### src/rtl/pipe_stage_reg.sv
// Flow-controlled pipeline stage register with optional two-entry skid buffer.
// An empty stage always presents BUBBLE_VAL; flush squashes the stage into a bubble.
module pipe_stage_reg #(
  parameter int unsigned           WIDTH      = 32,
  parameter logic [WIDTH-1:0]      BUBBLE_VAL = 32'h0000_0013,
  parameter bit                    SKID       = 1'b1
) (
  input  logic             clk,
  input  logic             rst,
  input  logic             flush,
  input  logic             in_valid,
  input  logic [WIDTH-1:0] in_data,
  output logic             in_ready,
  output logic             out_valid,
  output logic [WIDTH-1:0] out_data,
  input  logic             out_ready,
  output logic [1:0]       count
);

  typedef enum logic [1:0] {
    EMPTY = 2'd0,
    ONE   = 2'd1,
    TWO   = 2'd2
  } state_t;

  state_t           r_state;
  state_t           w_nextState;
  logic [WIDTH-1:0] r_main;
  logic [WIDTH-1:0] r_skid;
  logic [WIDTH-1:0] w_nextMain;
  logic [WIDTH-1:0] w_nextSkid;
  logic             w_accept;
  logic             w_deliver;

  assign out_valid = (r_state != EMPTY);
  assign out_data  = out_valid ? r_main : BUBBLE_VAL;
  assign count     = r_state;

  // The skid variant derives ready purely from state to break the out_ready -> in_ready path.
  assign in_ready  = SKID ? (r_state != TWO) : (~out_valid | out_ready);

  assign w_accept  = in_valid & in_ready;
  assign w_deliver = out_valid & out_ready;

  always_ff @(posedge clk or negedge rst) begin
    if (!rst) begin
      r_state <= EMPTY;
      r_main  <= BUBBLE_VAL;
      r_skid  <= BUBBLE_VAL;
    end else begin
      r_state <= w_nextState;
      r_main  <= w_nextMain;
      r_skid  <= w_nextSkid;
    end
  end

  always_comb begin
    w_nextState = r_state;
    w_nextMain  = r_main;
    w_nextSkid  = r_skid;
    if (flush) begin
      w_nextState = EMPTY;
      w_nextMain  = BUBBLE_VAL;
      w_nextSkid  = BUBBLE_VAL;
    end else begin
      unique case (r_state)
        EMPTY: begin
          if (w_accept) begin
            w_nextMain  = in_data;
            w_nextState = ONE;
          end
        end
        ONE: begin
          if (w_accept && w_deliver) begin
            w_nextMain = in_data;
          end else if (w_accept && SKID) begin
            w_nextSkid  = in_data;
            w_nextState = TWO;
          end else if (w_deliver) begin
            w_nextMain  = BUBBLE_VAL;
            w_nextState = EMPTY;
          end
        end
        TWO: begin
          if (w_deliver) begin
            w_nextMain  = r_skid;
            w_nextSkid  = BUBBLE_VAL;
            w_nextState = ONE;
          end
        end
        default: begin
          w_nextState = EMPTY;
          w_nextMain  = BUBBLE_VAL;
          w_nextSkid  = BUBBLE_VAL;
        end
      endcase
    end
  end

endmodule

### config.mk
export PLATFORM = sky130hd
export DESIGN_NAME = pipe_stage_reg
export DESIGN_NICKNAME = d
export VERILOG_FILES = /design/src/rtl/pipe_stage_reg.sv
export SDC_FILE = /design/constraint.sdc
export NUM_CORES = 1
export LEC_CHECK = 0
export CORE_ASPECT_RATIO = 2
export CORE_MARGIN = 10
export CORE_UTILIZATION = 40
export CTS_BUF_LIST = sky130_fd_sc_hd__clkbuf_8
export DETAILED_ROUTE_END_ITERATION = 7
export SETUP_SLACK_MARGIN = 0.5
export SYNTH_ARGS = -nofsm -noshare
export SYNTH_HDL_FRONTEND = slang
export SYNTH_SLANG_ARGS = --single-unit
### constraint.sdc
create_clock -name clk -period 2.9 [get_ports clk]
set_input_delay 0.87 -clock clk [delete_from_list [all_inputs] [get_ports clk]]
set_output_delay 0.87 -clock clk [all_outputs]
set_load 0.02 [all_outputs]
==> results of run 1 <==
-- logic make-up (layout without fill, tap and decap cells) --
logic type	after synthesis	after routing	share of synthesized area, %
AOI/OAI and AO/OA	74	74	16.9
buffers and inverters	61	140	7.68
DFF	66	66	46.3
muxes	62	62	17.3
and+or+nand+nor	83	83	11.8
-- repair_timing --
action | CTS | global route
setup buffers | 3 | 0
pin swaps | 1 | 0
cloned | 1 | 1
gates resized for setup | 51 | 61
setup endpoints to repair | 36 | 32
-- cell usage in the layout, fill, tap and decap left out, types with 2 or more instances in the layout --
cell type        synthesis  final
dfrtp_2                  0      2
buf_6                    1      4
buf_4                    7     15
clkdlybuf4s15_1          0      3
a21oi_1                  5      5
clkdlybuf4s50_1          0     35
nor2_1                   5      3
dfrtp_1                 60     58
clkinv_2                 0      3
mux2i_1                 62     62
clkbuf_2                 0     24
or2_2                    4      4
nor2_4                   0      2
o2bb2ai_1               29     29
clkbuf_8                 0     11
dlygate4sd2_1            0      3
a22o_1                  30     30
inv_1                   33     35
dfstp_2                  6      6
buf_12                   0      2
nand2_1                 33     33
o21ai_0                  6      6
nor2b_1                 38     37
-- how the worst max path moves through the flow --
stage / startpoint / cells after the start / end / slack (ns)
6_report: count[1] / 5 / out_data[0] / 0.54
5_1_grt: count[1] / 5 / out_data[0] / 0.48
4_1_cts: count[1] / 2 / count[1] / 0.28
3_3_place_gp: count[1] / 2 / count[1] / 0.35
3_5_place_dp: out_ready / 6 / r_main[23] / 0.32
2_1_floorplan: count[1] / 5 / out_data[0] / 0.53
-- final cells by class --
type	count	share of cell area [%]
Sequential cell	66	36.4
Multi-Input combinational cell	219	36.6
Tap cell	100	2.74
Clock buffer	11	3.31
Clock inverter	5	0.493
Inverter	33	2.71
Timing Repair Buffer	91	17.7
-- sequential cells by signal, indices dropped and copies added, names as in the netlist --
name    count
r_main     32
count       2
r_skid     32
-- power groups by stage --
stage	registers, uW	clock network [uW]	logic (uW)
2_1_floorplan	1030	0	256
3_3_place_gp	1030	0	441
3_5_place_dp	1040	0	447
4_1_cts	1020	722	454
5_1_grt	1030	757	501
6_report	1020	698	457
-- routing by layer --
| layer | track usage (%) | share of wire, % | vias up |
|---|---|---|---|
| met5 | 0 | 0 | - |
| met4 | 5.59 | 1.5 | 0 |
| met3 | 3.97 | 4.9 | 10 |
| met2 | 24.6 | 53 | 58 |
| met1 | 15.9 | 41 | 1347 |
| li1 | - | - | 1340 |
-- per-stage QoR --
step                power, uW  setup WS [ns]
floorplan                1280          0.529
global placement         1470          0.351
detailed placement       1480          0.325
CTS                      2200          0.279
global route             2290          0.481
finish                   2170          0.535
-- critical path: stages, from the launching register on --
cell,delay [ns]
dfrtp_2,0.41
nor2_4,0.06
buf_6,0.13
buf_16,0.13
or2_2,0.28
buf_6,0.14
==> metrics.md, run 1 <==
| Metric | Value |
|---|---|
| CP Capture Type | output port |
| Util after Layout | 52.5% |
| Largest net degree at the start of global routing | 65 |
| Final Cycle Share | 81.5% |
| Top cells by area, synth | dfrtp_1, mux2i_1, a22o_1 |
| Cell area after layout | 4570 um^2 |
| Die area | 13400 um^2 |
| Num CTS Buffers | 9 |
| Antenna viol nets, final | 0 |
| HPWL Detailed | 6080 um |
| Top Ports | 73 |
| First-pass DRT Iterations | 4 |
| Async SR Flop Fraction | 100% |
| CTS HTree Levels | 3 |
| Distinct cells, synth | 23 |
| DR WL/cell | 18.4 um |
| Final GP Congestion | 0.758 |
| Final Setup Violations | 0 |
| CTS tree | built |
| Fin crit period | 2.36 ns |
| R2r setup slk | 0.90 ns |
| Largest area contributor in the netlist | dfrtp_1 |
| P_sw | 630 uW |
| Synth cell count leaders | mux2i_1, dfrtp_1, nor2b_1, inv_1, nand2_1 |
| Row cnt | 48 |
| DRC | 0 |
| Post-Layout Cell Count | 525 |
| Critical Path Source Type | flop |
| Status | finished clean |
| Layout Skew | 0.00895 ns |
| Placed Cells | 504 |
| DRT iter0 DRCs | 119 |
| Worst-margin pin slew | 0.838 ns |
| DR vias/cell | 5.25 |
| Switching Share | 29.0% |
| Hold Crit Endpoint | r_skid[0] |
| Clock Power Share | 32.1% |
| Clock Latency Late Sink | 0.35 ns |
| P_int | 1540 uW |
| Post-cts hold buffer count | 0 |
| Ys Warns | 0 |
| Fill count | 843 |
| R2R depth | 6 |
| Sequential cell area | 1660 um^2 |
| Core ar. | 8710 um^2 |
| Crit path DAT | 1.49 ns |
| Mapped Nets | 383 |
| Root Buffer | clkbuf_8 |
| Die X-Extent | 86.9 um |
| Final global-route overflow total | 0 |
| Seq pwr share | 46.9% |
| Vias | 2755 |
| DRT Wirelength | 9680 um |
| Vias in the first global route | 2855 |
| Hold Startpoint | r_skid[0] |
| Syn avg cell area | 10.4 um^2 |
| First-pass GRT wire length | 15100 um |
| WS Path Type | flop to output port |
| Min Hold Slack | 0.484 ns |
| Clock tree buffer depth | 2 |
| Worst EP required | 2.03 ns |
| RSZ-0062 raised after global routing | true |
| Lkg Pwr | 0.00203 uW |
| Cell Area, Placed | 4420 um^2 |
| Fin. Hold Viols | 0 |
| Logic pwr share | 21.0% |
| Sink Count | 66 |
| Max VDD drop | 306 uV |
| Worst reg2reg startpoint | count[0] |
| Cells after Synth | 346 |
| Seq/Total Area, Yosys | 46.3% |
| Yosys reg bits | 66 |
| Diodes inserted | 0 |
| Port bufs | 72 |
| Syn Std Cell Area | 3580 um^2 |
| Max_cap viols | 0 |
| Setup TNS | 0 ns |
| Share of the synthesized area in the top cell type | 41.9% |
| Post-synth EDFFs | 0 |
| Count leader, synth | mux2i_1 |
| Layout cells sized above 1 | 18.8% |
| Crit-path max FO | 7 |
| Number of antenna violations at the first check in global routing | 0 |
| Gr usage total | 14.3% |
| Hold path cells | 2 |
| Clock transition at path regs | 0.07 ns |
| Initial Utilization | 41.1% |
| Die H | 154 um |
| Layout Nets | 457 |
| Slew HR | 44.1% |
| Critical R2R Capture | r_skid[19] |
| HP Class | flop to flop |
| Pwr dens | 476 nW/um^2 |
| Footprint of the multi-input gates | 1670 um^2 |
| Fmax | 423 MHz |
| Top FF cell, synth | dfrtp_1 |
| Final slew viol count | 0 |
| Area grow syn2layout | 27.5% |
Power figures use the tool's default switching activity.
==> run 2: changes to the inputs <==
==> constraint.sdc (replaced) <==
create_clock -name clk -period 2.2 [get_ports clk]
set_input_delay 0.66 -clock clk [delete_from_list [all_inputs] [get_ports clk]]
set_output_delay 0.66 -clock clk [all_outputs]
set_load 0.02 [all_outputs]
==> run 2 against run 1 <==
Effect of this change: the flow now finishes with violations (negative setup slack); via count up 13%; sequential share of layout area down 7.6 points; total power up 49%; critical path depth up 1; sequential power up 32%; routed wire length up 26%; critical endpoint is now out_data[3].
==> metrics.md, run 2 (synthesized netlist as in run 1, its figures left out) <==
| Metric | Value |
|---|---|
| Status | complete, but fails checks |
| Failing checks | negative setup slack |
| Final Cycle Share | 101% |
| Number of antenna violations at the first check in global routing | 0 |
| CTS HTree Levels | 3 |
| Crit-path most repeated cell | buf_12 |
| Critical Path, Cell by Cell | nor2_4 -> buf_12 -> buf_6 -> buf_12 -> nor2b_1 -> buf_4 |
| Port bufs | 72 |
| Layout Nets | 504 |
| Cell area after layout | 5770 um^2 |
| Most frequent cells in the layout | mux2i_1, buf_6, dfrtp_1, nand2_1, clkdlybuf4s50_1 |
| DRT Wirelength | 12200 um |
| Crit path DAT | 1.56 ns |
| Layout cells sized above 1 | 36.7% |
| Worst-margin pin slew | 0.381 ns |
| Largest net degree at the start of global routing | 67 |
| Worst path bufs/invs | 4 |
| DRT iter0 DRCs | 201 |
| RSZ-0062 raised after global routing | true |
| Fin crit period | 2.22 ns |
| Top Ports | 73 |
| HP Class | input pin to asynchronous set/reset pin |
| Min Hold Slack | 0.307 ns |
| Gr usage total | 18.2% |
| Core ar. | 8710 um^2 |
| Area grow syn2layout | 60.9% |
| Slowest stage cell, crit path | dfrtp_1 |
| DRC | 0 |
| Diodes inserted | 0 |
| Cell Area, Placed | 4610 um^2 |
| Die H | 154 um |
| Fmax | 451 MHz |
| Row cnt | 48 |
| Layout Skew | 0.00627 ns |
| CP Capture Type | output port |
| Vias | 3113 |
| CTS tree | built |
| Final GP Congestion | 0.761 |
| Worst slack, placed | 0.00940 ns |
| Sink Count | 66 |
| Die area | 13400 um^2 |
| Min setup slack post-route | -0.0191 ns |
| Clock tree buffer depth | 2 |
| Pwr dens | 563 nW/um^2 |
| Final global-route overflow total | 0 |
| Lkg Pwr | 0.00248 uW |
| Slew HR | 74.6% |
| WS Path Type | flop to output port |
| Max_cap viols | 0 |
| HPWL Detailed | 6670 um |
| Max VDD drop | 364 uV |
| Die X-Extent | 86.9 um |
| Antenna viol nets, final | 0 |
| Top Family by Delay on Critical Path | buffers and inverters |
| Crit-path max FO | 8 |
| Num CTS Buffers | 9 |
| Crit path largest cell delay | 0.40 ns |
| Critical Path Source Type | flop |
| DR vias/cell | 5.44 |
| Initial Utilization | 41.1% |
| Fin. Hold Viols | 0 |
| Post-cts hold buffer count | 0 |
| First-pass GRT wire length | 18700 um |
| Worst EP required | 1.54 ns |
| Clock transition at path regs | 0.07 ns |
| Util after Layout | 66.2% |
| Root Buffer | clkbuf_8 |
| Clock Latency Late Sink | 0.36 ns |
| Vias in the first global route | 3390 |
| Final Setup Violations | 4 |
| First-pass DRT Iterations | 4 |
| Pwr Total | 3250 uW |
| Final slew viol count | 0 |
| DR WL/cell | 21.3 um |
run 2: cell count changes in the layout (fill, tap and decap cells not counted), moves of 4 or more:
cell and delta:
buf_12 +9, buf_16 +7, buf_6 +56, clkbuf_2 -24
nor2b_1 -28, nor2b_4 +25, or2_4 +4
run 2: worst reg2reg max path: stages (launching register included):
cell and delay [ns]:
dfrtp_1 0.41, buf_4 0.15, buf_6 0.10, buf_6 0.10, buf_6 0.10, buf_6 0.12, buf_12 0.12, buf_4 0.15
or2_4 0.25, a21oi_4 0.22, buf_6 0.14, buf_6 0.12, a22o_1 0.14
run 2: repair_timing:
| action | CTS | global route |
|---|---|---|
| setup endpoints to repair | 101 | 101 |
| gates cloned | 13 | 1 |
| endpoints found under the hold margin | 0 | 0 |
| gates resized for setup | 176 | 132 |
| setup buffers | 20 | 8 |
| pin swaps | 4 | 8 |
run 2: cell type report:
| class | instances | area [um^2] |
|---|---|---|
| fillers | 668 | 2940 |
| inverters | 33 | 124 |
| flip-flops and latches | 66 | 1660 |
| clock inverters | 6 | 32.5 |
| multi-input cells | 219 | 1950 |
| repair buffers | 138 | 1740 |
| clock buffers | 10 | 138 |
| well taps | 100 | 125 |
run 2: layer usage:
metal  vias up  track usage, %  wire [um]
li1       1434               -          -
met1      1560            19.6       4560
met2        88            31.4       6540
met3        31            4.44        653
met4         0            9.54        460
met5         -               0          0
run 2: worst paths after layout:
path	cells after the start	end	slack, ns	start
max reg2reg	12	r_main[20]	0	count[0]
max	6	out_data[3]	-0.02	count[0]
max in group asynchronous	2	r_skid[1]	1.54	rst
min reg2reg	2	r_skid[4]	0.50	r_skid[4]
min in group clk	2	r_skid[4]	0.50	r_skid[4]
min	2	r_skid[22]	0.31	rst
run 2: report_power, final:
group / leakage, uW / internal, uW / total (uW) / switching (uW)
registers: 0.000876 / 1300 / 1350 / 50.8
clock network: 0.0000916 / 429 / 907 / 478
logic: 0.00152 / 545 / 987 / 442
total: 0.00248 / 2270 / 3250 / 971
run 2: metrics by stage:
stage          setup TNS, ns  cells
2_1_floorplan              0    346
3_3_place_gp               0    514
3_5_place_dp               0    514
4_1_cts                    0    563
5_1_grt               -0.929    572
6_report             -0.0610    572
